File: config.mk
export PLATFORM = sky130hd
export DESIGN_NAME = lector_bcd_2dig_flat
export DESIGN_NICKNAME = d
export VERILOG_FILES = /design/src/rtl/lector_bcd_2dig_if.sv /design/src/rtl/lector_bcd_2dig.sv /design/src/flat_wrapper.sv
export SDC_FILE = /design/constraint.sdc
export NUM_CORES = 1
export LEC_CHECK = 0
export CAP_MARGIN = 20
export CORE_MARGIN = 5
export CORE_UTILIZATION = 46
export DETAILED_ROUTE_END_ITERATION = 7
export GPL_ROUTABILITY_DRIVEN = 0
export PLACE_DENSITY = 0.77
export SYNTH_ARGS = -nofsm -noshare
export SYNTH_HDL_FRONTEND = slang
export SYNTH_SLANG_ARGS = --single-unit
File: constraint.sdc
create_clock -name clk -period 1.8 [get_ports clk]
set_input_delay 0.36 -clock clk [delete_from_list [all_inputs] [get_ports clk]]
set_output_delay 0.36 -clock clk [all_outputs]
set_load 0.01 [all_outputs]
File: src/rtl/lector_bcd_2dig_if.sv
// Load/result bundle for the 2-digit BCD-to-binary reader.
// master drives the load side, slave is the converter.
interface lector_bcd_2dig_if #(
  parameter int W = 5
);
  logic         carga;
  logic [7:0]   datos_bcd;
  logic         ocupado;
  logic         listo;
  logic         error;
  logic [W-1:0] valor_bin;

  modport master (
    output carga, datos_bcd,
    input  ocupado, listo, error, valor_bin
  );

  modport slave (
    input  carga, datos_bcd,
    output ocupado, listo, error, valor_bin
  );
endinterface

File: src/rtl/lector_bcd_2dig.sv
// Sequential 2-digit packed BCD to binary converter with range check.
// A load is latched in IDLE, digits are checked and the tens product is
// formed in CHECK, and the sum is range-checked and committed in CONV.
// An illegal byte raises error and leaves the previous value in place.
module lector_bcd_2dig #(
  parameter int W       = 5,
  parameter int MAX_VAL = 23
) (
  input logic              clk,
  input logic              reset,
  lector_bcd_2dig_if.slave bus
);

  typedef enum logic [1:0] {
    IDLE  = 2'd0,
    CHECK = 2'd1,
    CONV  = 2'd2
  } state_t;

  localparam logic [7:0] MAX8 = 8'(MAX_VAL);

  state_t       state;
  logic [7:0]   byte_r;
  logic [6:0]   tens_r;
  logic         bad_digit;
  logic         ocupado_r;
  logic         listo_r;
  logic         error_r;
  logic [W-1:0] valor_r;

  logic [3:0]   d1, d0;
  logic [6:0]   d1_x;
  logic [6:0]   tens_nx;
  logic [7:0]   sum;

  assign d1   = byte_r[7:4];
  assign d0   = byte_r[3:0];
  assign d1_x = {3'b000, d1};
  // digit1*10 without a multiplier; an illegal tens digit can overflow
  // 7 bits, but that case is already flagged through bad_digit
  assign tens_nx = (d1_x << 3) + (d1_x << 1);
  // 8-bit sum so out-of-range results (up to 99) are never truncated
  assign sum = {1'b0, tens_r} + {4'b0000, d0};

  // Control FSM; every output is a register updated here
  always_ff @(posedge clk or posedge reset) begin
    if (reset) begin
      state     <= IDLE;
      byte_r    <= '0;
      tens_r    <= '0;
      bad_digit <= 1'b0;
      ocupado_r <= 1'b0;
      listo_r   <= 1'b0;
      error_r   <= 1'b0;
      valor_r   <= '0;
    end else begin
      listo_r <= 1'b0;
      case (state)
        IDLE: begin
          if (bus.carga) begin
            byte_r    <= bus.datos_bcd;
            ocupado_r <= 1'b1;
            state     <= CHECK;
          end
        end
        CHECK: begin
          bad_digit <= (d1 > 4'd9) || (d0 > 4'd9);
          tens_r    <= tens_nx;
          state     <= CONV;
        end
        CONV: begin
          if (bad_digit || (sum > MAX8)) begin
            error_r <= 1'b1;
          end else begin
            error_r <= 1'b0;
            valor_r <= sum[W-1:0];
          end
          listo_r   <= 1'b1;
          ocupado_r <= 1'b0;
          state     <= IDLE;
        end
        default: begin
          ocupado_r <= 1'b0;
          state     <= IDLE;
        end
      endcase
    end
  end

  assign bus.ocupado   = ocupado_r;
  assign bus.listo     = listo_r;
  assign bus.error     = error_r;
  assign bus.valor_bin = valor_r;

endmodule

File: src/flat_wrapper.sv
// flat-port wrapper written by rule: the top's interface ports become plain ports
module lector_bcd_2dig_flat 
#(
  parameter int W       = 5,
  parameter int MAX_VAL = 23
)
  (clk, reset, bus_carga, bus_datos_bcd, bus_ocupado, bus_listo, bus_error, bus_valor_bin);
  lector_bcd_2dig_if #(.W(W)) bus_i ();
  input logic clk;
  input logic reset;
  input wire logic [$bits(bus_i.carga)-1:0] bus_carga;
  input wire logic [$bits(bus_i.datos_bcd)-1:0] bus_datos_bcd;
  output wire logic [$bits(bus_i.ocupado)-1:0] bus_ocupado;
  output wire logic [$bits(bus_i.listo)-1:0] bus_listo;
  output wire logic [$bits(bus_i.error)-1:0] bus_error;
  output wire logic [$bits(bus_i.valor_bin)-1:0] bus_valor_bin;
  assign bus_i.carga = bus_carga;
  assign bus_i.datos_bcd = bus_datos_bcd;
  assign bus_ocupado = bus_i.ocupado;
  assign bus_listo = bus_i.listo;
  assign bus_error = bus_i.error;
  assign bus_valor_bin = bus_i.valor_bin;
  lector_bcd_2dig #(.W(W), .MAX_VAL(MAX_VAL)) u_core (.clk(clk), .reset(reset), .bus(bus_i));
endmodule
==> reports/results.txt <==
DPL Wire Length = 1680 um
setup tns final = -1.21 ns
Req. time, crit path = 2.03 ns
skew final = 0.00355 ns
number of diodes = 0
Max-cap violations = 0
Synth top cells by count = dfrtp_1 (25), inv_1 (10), o21ai_0 (10), nand2_1 (8), mux2_2 (6)
global-route wire length before repair = 3630 um
layout cell share with drive strength beyond 1 = 28.8%
initial antenna violation count = 0
peak fanout along the critical path = 5
Antenna Nets Post-Route = 0
pin slew with the least headroom to its limit = 0.373 ns
TritonCTS Buffers = 3
Synth cell types = 27
CP max-delay cell = dfrtp_1
pin count of the biggest net entering global routing = 26
top cell type's share of synthesized area = 52.8%
detail-routed via count per cell = 5.00
DR iter-0 viols = 2
post-layout util = 62.6%
RSZ-0062 raised after global routing = true
most common cell in the synthesized netlist = dfrtp_1
Die Ht = 60.8 um
final setup fails = 6
Post-synth EDFFs = 0
Wirelength per Cell = 13.3 um
Max clock buf depth = 2
failing checks = setup timing
# port buffers = 18
Final Max Slew Viols = 0
Synth area leader = dfrtp_1
Worst Slack Setup Final = -0.253 ns
via count = 810
Pre-antenna DRT Iters = 3
worst-path cell chain = ha_2 -> inv_2 -> fa_2 -> nand4b_1 -> nor4_4 -> a21oi_2 -> a21o_4 -> mux2_4
Max-slew headroom = 75.1%
most common flop cell mapped by yosys = dfrtp_1
CTS root buffer = clkbuf_4
synth warn = 0
Critical path origin = u_core.tens_r[1]
Worst Setup Start Kind = flop
sequential share of the synthesized area = 52.8%
Synth Net Count = 114
H-tree levels = 1
worst hold path type = in -> async
Post-Synthesis Cells = 96
Core Region = 2480 um^2
initial core utilization = 47.8%
GRT overflow = 0
clock latency at the later pin of the worst-skew pair = 0.32 ns
pre-CTS WS = -0.256 ns
Yosys reg bits = 25
status = finished with violations
ys async rst share = 100%
crit path kind = reg -> reg
leak pwr = 0.723 nW
Hold-fix buffers, CTS = 0
final worst path period share = 114%
DRT Wirelength = 2150 um
worst vdd ir = 0.000965 V
Final Hold Viols = 0
clk sink count = 25
Residual DRC = 0
die area = 3690 um^2
max incr delay on CP = 0.38 ns
io pins = 19
Mapped Area = 1180 um^2
syn avg cell area = 12.3 um^2
Cell Rows = 18
clock tree from TritonCTS = done
total power = 0.00220 W
nets = 151
number of global-route vias before repair = 803
power density over the cells = 1420 nW/um^2
worst r2r src = u_core.tens_r[1]
clock-pin slew on the worst setup and hold paths = 0.14 ns
number of fill cells in the layout = 218
Max Fclk = 487 MHz
Area Overhead vs Synth = 30.8%
Worst EP arrival = 2.28 ns
cell depth of the worst flop-to-flop path = 8
DIE WIDTH = 60.8 um
GRT Util Overall = 13.7%
worst hold slack = 0.358 ns
critical path endpoint category = flop
largest cells by area after synthesis = dfrtp_1 (53%), mux2_2 (5.7%), ha_1 (5.3%), o21ai_0 (4.2%), mux2_4 (3.8%)
min cycle time layout = 2.05 ns
[layout by cell type (no fill, tap or decap), types with 2 or more instances in the layout]
cell type,instances
dfrtp_1,25
clkdlybuf4s50_1,18
buf_4,16
inv_1,9
o21ai_0,9
nand2_1,8
mux2_2,6
ha_1,4
a21oi_1,3
a21o_1,3
nor2_1,3
mux2_4,3
clkbuf_4,3
xnor2_1,2
[worst paths after layout]
kind                                           end  slack (ns)
min                                u_core.state[1]        0.36
max reg2reg                u_core.bus.valor_bin[1]       -0.25
min in group clk                u_core.bus.ocupado        0.50
min reg2reg                     u_core.bus.ocupado        0.50
max                        u_core.bus.valor_bin[1]       -0.25
max in group asynchronous         u_core.byte_r[3]        1.21
[final cells by class]
| cell class | instances | area [um^2] | area share [%] |
|---|---|---|---|
| Clock buffer | 3 | 22.5 | 1.45 |
| Clock inverter | 1 | 7.51 | 0.484 |
| Inverter | 10 | 37.5 | 2.42 |
| Multi-Input combinational cell | 59 | 519 | 33.5 |
| Sequential cell | 25 | 626 | 40.4 |
| Tap cell | 30 | 37.5 | 2.42 |
| Timing Repair Buffer | 34 | 300 | 19.4 |
[per-stage QoR]
stage,cells,cell area (um^2)
CTS,161,1540
global placement,154,1490
floorplan,96,1190
finish,162,1550
detailed placement,154,1490
global route,162,1550
[worst max-delay path: cells and delay by family, from the launching register on]
kind / cells / cell delay, ns
multiplexers: 1 / 0.30
buffers and inverters: 1 / 0.04
adder cells (fa/ha/maj): 2 / 0.54
flip-flops: 1 / 0.38
AND/OR/NAND/NOR: 2 / 0.41
AO/OA/AOI/OAI: 2 / 0.28
[power breakdown]
group          internal, W  switching (W)
Combinational     0.000617       0.000410
Clock            0.0000850       0.000178
Sequential        0.000759       0.000147
Total              0.00146       0.000735
[registers in the layout, summed over array words and instances, names as in the netlist]
name	count
u_core.bad_digit	1
u_core.bus.ocupado	1
u_core.state	2
u_core.bus.error	1
u_core.bus.listo	1
u_core.bus.valor_bin	5
u_core.byte_r	8
u_core.tens_r	6
[what timing repair did]
item                                    in CTS  in global routing
hold endpoints to repair                     0                  0
pin swaps                                    1                  1
setup buffers                                4                  1
gates resized for setup                      2                  1
endpoints found under the setup margin       6                  6
[cells by family (layout without fill, tap and decap cells)]
group                    count (synthesis)  count (layout)  synth area share, %
multiplexers                            11              11                 11.3
buffers and inverters                   12              48                 3.80
AO/OA/AOI/OAI                           20              20                 10.9
AND/OR/NAND/NOR                         17              17                 8.98
flip-flops                              25              25                 52.8
XOR/XNOR                                 4               4                 3.59
adder cells (fa/ha/maj)                  7               7                 8.66
[metal layers]
layer	share of wire, %	up-vias	global-route usage (%)
li1	-	395	-
met1	44	398	16.4
met2	50	15	23.8
met3	3.7	2	3.19
met4	1.6	0	5.57
met5	0	-	0
Power figures use the tool's default switching activity.
